==> config.mk <==
export PLATFORM = sky130hd
export DESIGN_NAME = jtag_tap_controller
export DESIGN_NICKNAME = d
export VERILOG_FILES = /design/src/rtl/jtag_pkg.sv /design/src/rtl/jtag_tap_fsm.sv /design/src/rtl/jtag_tap_controller.sv
export SDC_FILE = /design/constraint.sdc
export NUM_CORES = 1
export LEC_CHECK = 0
export ABC_CLOCK_PERIOD_IN_PS = 3300
export CAP_MARGIN = 25
export CORE_MARGIN = 3
export CORE_UTILIZATION = 51
export DETAILED_ROUTE_END_ITERATION = 6
export PLACE_DENSITY = 0.85
export SYNTH_ARGS = -nofsm -noshare
export SYNTH_HDL_FRONTEND = slang
export SYNTH_SLANG_ARGS = --single-unit
export TNS_END_PERCENT = 30
==> constraint.sdc <==
create_clock -name TCK -period 3.3 [get_ports TCK]
set_input_delay 0.495 -clock TCK [delete_from_list [all_inputs] [get_ports TCK]]
set_output_delay 0.495 -clock TCK [all_outputs]
set_load 0.01 [all_outputs]
==> src/rtl/jtag_pkg.sv <==
// Shared TAP definitions: state encoding, opcodes, DR select and the TMS next-state arcs.
package jtag_pkg;

    // Encoding follows the conventional 1149.1 state numbering.
    typedef enum logic [3:0] {
        TLR      = 4'hF,
        RTI      = 4'hC,
        SEL_DR   = 4'h7,
        CAP_DR   = 4'h6,
        SH_DR    = 4'h2,
        EX1_DR   = 4'h1,
        PAUSE_DR = 4'h3,
        EX2_DR   = 4'h0,
        UPD_DR   = 4'h5,
        SEL_IR   = 4'h4,
        CAP_IR   = 4'hE,
        SH_IR    = 4'hA,
        EX1_IR   = 4'h9,
        PAUSE_IR = 4'hB,
        EX2_IR   = 4'h8,
        UPD_IR   = 4'hD
    } tap_state_t;

    typedef enum logic [1:0] {
        DR_BSR,
        DR_IDCODE,
        DR_BYPASS
    } dr_sel_t;

    localparam logic [3:0] OP_EXTEST = 4'b0000;
    localparam logic [3:0] OP_SAMPLE = 4'b0001;
    localparam logic [3:0] OP_IDCODE = 4'b0010;
    localparam logic [3:0] OP_BYPASS = 4'b1111;

    localparam logic [1:0] IR_CAPTURE = 2'b01;

    function automatic tap_state_t tap_next(input tap_state_t s, input logic tms);
        tap_state_t n;
        case (s)
            TLR:      n = tms ? TLR      : RTI;
            RTI:      n = tms ? SEL_DR   : RTI;
            SEL_DR:   n = tms ? SEL_IR   : CAP_DR;
            CAP_DR:   n = tms ? EX1_DR   : SH_DR;
            SH_DR:    n = tms ? EX1_DR   : SH_DR;
            EX1_DR:   n = tms ? UPD_DR   : PAUSE_DR;
            PAUSE_DR: n = tms ? EX2_DR   : PAUSE_DR;
            EX2_DR:   n = tms ? UPD_DR   : SH_DR;
            UPD_DR:   n = tms ? SEL_DR   : RTI;
            SEL_IR:   n = tms ? TLR      : CAP_IR;
            CAP_IR:   n = tms ? EX1_IR   : SH_IR;
            SH_IR:    n = tms ? EX1_IR   : SH_IR;
            EX1_IR:   n = tms ? UPD_IR   : PAUSE_IR;
            PAUSE_IR: n = tms ? EX2_IR   : PAUSE_IR;
            EX2_IR:   n = tms ? UPD_IR   : SH_IR;
            UPD_IR:   n = tms ? SEL_DR   : RTI;
            default:  n = TLR;
        endcase
        return n;
    endfunction

endpackage

==> src/rtl/jtag_tap_fsm.sv <==
// 16-state TAP state register; advances on TCK rise, forced to Test-Logic-Reset by TRST.
module jtag_tap_fsm
    import jtag_pkg::*;
(
    input  logic       TCK,
    input  logic       TRST,
    input  logic       TMS,
    output tap_state_t state
);

    // NOTE: sequential state uses non-blocking assignments so every flop samples pre-edge values.
    always_ff @(posedge TCK or posedge TRST) begin
        if (TRST) begin
            state <= TLR;
        end else begin
            state <= tap_next(state, TMS);
        end
    end

endmodule

==> src/rtl/jtag_tap_controller.sv <==
// IEEE 1149.1 TAP controller: IR, bypass/IDCODE registers, BSR strobes and TDO mux.
// Define JTAG_IDCODE_EN to include the IDCODE register and make IDCODE the reset instruction.
module jtag_tap_controller
    import jtag_pkg::*;
#(
    parameter int          IR_WIDTH     = 4,
    parameter logic [31:0] IDCODE_VALUE = 32'h0A5AC0DF
) (
    input  logic                TCK,
    input  logic                TRST,
    input  logic                TMS,
    input  logic                TDI,
    input  logic                bsr_tdo,
    output logic                TDO,
    output logic                TDO_oe,
    output logic                ShiftDR,
    output logic                ClockDR,
    output logic                UpdateDR,
    output logic                Mode,
    output logic [IR_WIDTH-1:0] ir_value
);

    localparam logic [IR_WIDTH-1:0] IR_EXTEST = IR_WIDTH'(OP_EXTEST);
    localparam logic [IR_WIDTH-1:0] IR_SAMPLE = IR_WIDTH'(OP_SAMPLE);
    localparam logic [IR_WIDTH-1:0] IR_BYPASS = {IR_WIDTH{1'b1}};
    localparam logic [IR_WIDTH-1:0] IR_CAP    = IR_WIDTH'(IR_CAPTURE);
`ifdef JTAG_IDCODE_EN
    localparam logic [IR_WIDTH-1:0] IR_IDCODE = IR_WIDTH'(OP_IDCODE);
    localparam logic [IR_WIDTH-1:0] RESET_OP  = IR_IDCODE;
`else
    localparam logic [IR_WIDTH-1:0] RESET_OP  = IR_BYPASS;
`endif

    tap_state_t          state;
    logic [IR_WIDTH-1:0] ir;
    logic [IR_WIDTH-1:0] ir_shift;
    logic                bypass;
    dr_sel_t             dr_sel;
    logic                dr_tdo;
    logic                bsr_sel;

    jtag_tap_fsm u_fsm (
        .TCK   (TCK),
        .TRST  (TRST),
        .TMS   (TMS),
        .state (state)
    );

    always_ff @(posedge TCK or posedge TRST) begin
        if (TRST) begin
            ir       <= RESET_OP;
            ir_shift <= '0;
            bypass   <= 1'b0;
        end else begin
            case (state)
                TLR:    ir       <= RESET_OP;
                CAP_IR: ir_shift <= IR_CAP;
                SH_IR:  ir_shift <= {TDI, ir_shift[IR_WIDTH-1:1]};
                UPD_IR: ir       <= ir_shift;
                CAP_DR: bypass   <= 1'b0;
                SH_DR:  if (dr_sel == DR_BYPASS) bypass <= TDI;
                default: ;
            endcase
        end
    end

`ifdef JTAG_IDCODE_EN
    logic [31:0] idcode_sr;

    always_ff @(posedge TCK or posedge TRST) begin
        if (TRST) begin
            idcode_sr <= IDCODE_VALUE;
        end else if (state == CAP_DR) begin
            idcode_sr <= IDCODE_VALUE;
        end else if (state == SH_DR && dr_sel == DR_IDCODE) begin
            idcode_sr <= {TDI, idcode_sr[31:1]};
        end
    end
`else
    logic unused_idcode;
    assign unused_idcode = ^IDCODE_VALUE;
`endif

    // Undefined opcodes, and IDCODE when the register is absent, fall through to bypass.
    // NOTE: every combinational output gets a default first so no latch is inferred.
    always_comb begin
        dr_sel = DR_BYPASS;
        if (ir == IR_EXTEST || ir == IR_SAMPLE) begin
            dr_sel = DR_BSR;
        end
`ifdef JTAG_IDCODE_EN
        else if (ir == IR_IDCODE) begin
            dr_sel = DR_IDCODE;
        end
`endif
    end

    always_comb begin
        dr_tdo = bypass;
        case (dr_sel)
            DR_BSR:    dr_tdo = bsr_tdo;
`ifdef JTAG_IDCODE_EN
            DR_IDCODE: dr_tdo = idcode_sr[0];
`endif
            default:   dr_tdo = bypass;
        endcase
    end

    always_comb begin
        TDO = 1'b0;
        if (state == SH_IR) begin
            TDO = ir_shift[0];
        end else if (state == SH_DR) begin
            TDO = dr_tdo;
        end
    end

    // Strobes decode straight from the registered state so each spans exactly its state's cycles.
    assign bsr_sel  = (dr_sel == DR_BSR);
    assign ClockDR  = bsr_sel && (state == CAP_DR || state == SH_DR);
    assign ShiftDR  = bsr_sel && (state == SH_DR);
    assign UpdateDR = bsr_sel && (state == UPD_DR);
    assign TDO_oe   = (state == SH_IR) || (state == SH_DR);
    assign Mode     = (ir == IR_EXTEST);
    assign ir_value = ir;

endmodule

==> summary.txt <==
Routing
  – Routed wire length: between 1000 and 1500 um
  – Post-DRT Antenna Nets: 0
  – Via count: approximately 570
  – Drt wl/cell: ~14 um
  – DRT iter0 DRCs: 14
  – Vias per cell: between 5 and 6
  – Initial DRT Pass Iterations: 4
  – Post-route DRC: 0

CTS
  – CTS buffer count: 3
  – CTS tree: built
  – H-tree depth reported by CTS: 1
  – Cts repair resizes: 0
  – Clk buf depth: 2
  – Clk pin slew, worst setup/hold paths: about 0.090 ns
  – Clock sinks: 13
  – Setup Fix Bufs, Post-CTS: 0
  – Hold_buf cts: 0
  – Root buf cell: clkbuf_4
  – Skew-Pair Late Insertion Delay: ~0.28 ns

Die
  – Std cell rows: 12
  – Initial core utilization: 0.579
  – DIE AREA: ~1800 um2
  – IO Pins: 15
  – Chip height: approximately 42 um
  – Floorplan Core Area: around 1200 um2
  – Die X: approximately 42 um

Worst setup path
  – Critical path launch point type: flop
  – RR Endpoint: bypass
  – Crit path to: TDO
  – Category of the most critical setup path: flop to output pin
  – Worst Path Max Fanout: 6
  – Crit path DAT: around 2.2 ns
  – R2r startpoint: ir_value[3]
  – CP startpoint: ir_value[3]
  – Setup slack, reg-to-reg: 1.98 ns
  – Element type at the critical path end: output pin
  – Crit path required time: ~2.8 ns
  – Reg2Reg Depth: 3

Timing
  – Final worst slack: between 0.5 and 0.6 ns
  – Unrepaired setup endpoints after global routing: false
  – Pin slew with the least headroom to its limit: between 0.4 and 0.5 ns
  – Crit path time final: between 2 and 3 ns
  – Final Hold Vio Count: 0
  – Max-slew headroom: 0.681
  – Setup violators final: 0
  – Slew Limit Fails: 0
  – Worst Clk Skew: approximately 0.0024 ns
  – Final period util: 0.821
  – FMAX: roughly 0.37 GHz
  – Setup TNS: 0 ns

Placement
  – DPL Wire Length: 974 um
  – DP Area: 810 um2
  – Routability congestion estimate: around 0.68
  – IO Port Bufs: 14
  – Pre-CTS setup slack: a little over 0.9 ns

GRT
  – Initial antenna violation count: 0
  – First-pass GRT wire length: roughly 2400 um
  – Largest net degree at the start of global routing: 15
  – GRT Total Usage: 0.175
  – Vias in the first global route: between 500 and 600
  – Global route overflow: 0

Power and ir drop
  – Leakage: 0.359 nW
  – Max IR drop VDD: slightly below 0.6 mV
  – Cell Pwr Density: 976 nW/um2
  – Tot Pwr: 0.817 mW

Synthesis
  – Netlist Area Pre-Place: between 600 and 700 um2
  – Syn Inst Count: 76
  – FF+latch count, synth: 13
  – Sequential-to-total area share from yosys stat: 0.494
  – Yosys cell types: 28
  – Synth Warn #: 0
  – Mapped Avg Cell Area: just under 9 um2
  – Syn_nets: 81

Cells and area
  – Area growth from synthesis to layout: 23.4%
  – Antenna diode instance count: 0
  – Share of layout cells above drive strength 1: 0.146
  – Post-route cell area: 837 um2
  – Final nets: 95
  – Fillers: 95

Flow run
  – Max-Cap Viols: 0

Run status
  – Status: complete, no violations

Worst hold path
  – HP Class: flop to flop
flip-flops by register name, indices dropped and copies added, names as in the netlist:
register     count
u_fsm.state      4
ir_shift         4
ir_value         4
bypass           1
stage by stage:
step	hold WS (ns)	utilization	cells
after CTS	0.495	0.715	103
after global placement	0.472	0.691	99
after detailed placement	0.483	0.691	99
after global routing	0.513	0.715	103
final	0.492	0.715	103
after floorplan	0.366	-	76
layout by cell type, fill, tap and decap left out, drive strengths merged:
cell	count
nand3b	1
nor3	2
dfrtp	5
o211a	1
a22oi	1
nand2	13
a21o	1
clkbuf	3
nor4	1
dfstp	8
mux2	1
nand3	1
a21oi	1
mux2i	1
clkinv	1
nor2	7
nor4bb	1
nand2b	5
or3	1
clkdlybuf4s50	14
o21a	1
nor2b	1
o22ai	1
inv	3
o21ai	11
o221ai	1
o211ai	1
a21boi	1
report_power, final:
group	internal [mW]	leakage [nW]	switching, mW
Clock	0.0451	0.0177	0.0576
Combinational	0.176	0.192	0.157
Sequential	0.270	0.149	0.111
per-layer routing:
metal	vias up	global-route usage	part of all wire
met5	-	0	0
met4	0	0.112	0.021
met3	4	0.0258	0.024
met2	10	0.310	0.50
met1	265	0.191	0.45
li1	287	-	-
how the worst min path moves through the flow:
stage                      from           to  slack (ns)  cells past startpoint
global placement    ir_value[2]  ir_value[2]        0.47                      2
global route        ir_value[2]  ir_value[2]        0.51                      2
detailed placement  ir_value[0]  ir_value[0]        0.48                      2
finish              ir_value[1]  ir_value[1]        0.49                      2
floorplan                  TRST       bypass        0.37                      1
CTS                 ir_value[0]  ir_value[0]        0.49                      2
synthesized netlist by cell type:
| library cell | instances | area (um2) |
|---|---|---|
| mux2_4 | 1 | 15.0 |
| o211ai_1 | 1 | 7.51 |
| a22oi_1 | 1 | 7.51 |
| o211a_1 | 1 | 10.0 |
| or3_1 | 1 | 6.26 |
| a21boi_0 | 1 | 7.51 |
| mux2i_1 | 1 | 10.0 |
| nor3_1 | 2 | 10.0 |
| dfstp_2 | 8 | 210 |
| clkbuf_1 | 4 | 15.0 |
| o21ai_1 | 1 | 5.00 |
| buf_6 | 1 | 11.3 |
| o221ai_1 | 1 | 8.76 |
| o22ai_1 | 1 | 6.26 |
| nand3_1 | 1 | 5.00 |
| nor4bb_1 | 1 | 10.0 |
| nor2b_1 | 1 | 6.26 |
| o21ai_0 | 10 | 50.1 |
| nand3b_1 | 1 | 7.51 |
| a21o_1 | 1 | 7.51 |
| inv_1 | 3 | 11.3 |
| nor2_1 | 7 | 26.3 |
| nand2b_1 | 5 | 31.3 |
| a21oi_1 | 1 | 5.00 |
| nor4_1 | 1 | 6.26 |
| o21a_1 | 1 | 7.51 |
| dfrtp_1 | 5 | 125 |
| nand2_1 | 13 | 48.8 |
final cells by class:
type                       instances  area [um2]  share of cell area
clock buffer                       3        22.5              0.0269
clock inverter                     1        5.00             0.00598
inverter                           3        11.3              0.0135
tap                               14        17.5              0.0209
sequential                        13         335               0.401
timing repair buffer              14         140               0.167
multi-input combinational         55         305               0.365
critical path, cell delays in order (launching register included):
cell	delay, ns
dfstp_2	0.38
or3_1	0.51
mux2_4	0.34
o211a_1	0.21
clkdlybuf4s50_1	0.48
cell families (layout without fill, tap and decap cells):
family / count (synthesis) / count (layout) / share of synthesized area
AO/OA/AOI/OAI: 20 / 20 / 0.181
buffers and inverters: 8 / 21 / 0.0553
flip-flops: 13 / 13 / 0.494
multiplexers: 2 / 2 / 0.0369
AND/OR/NAND/NOR: 33 / 33 / 0.233
No activity file was read; power rests on OpenSTA's default activity.
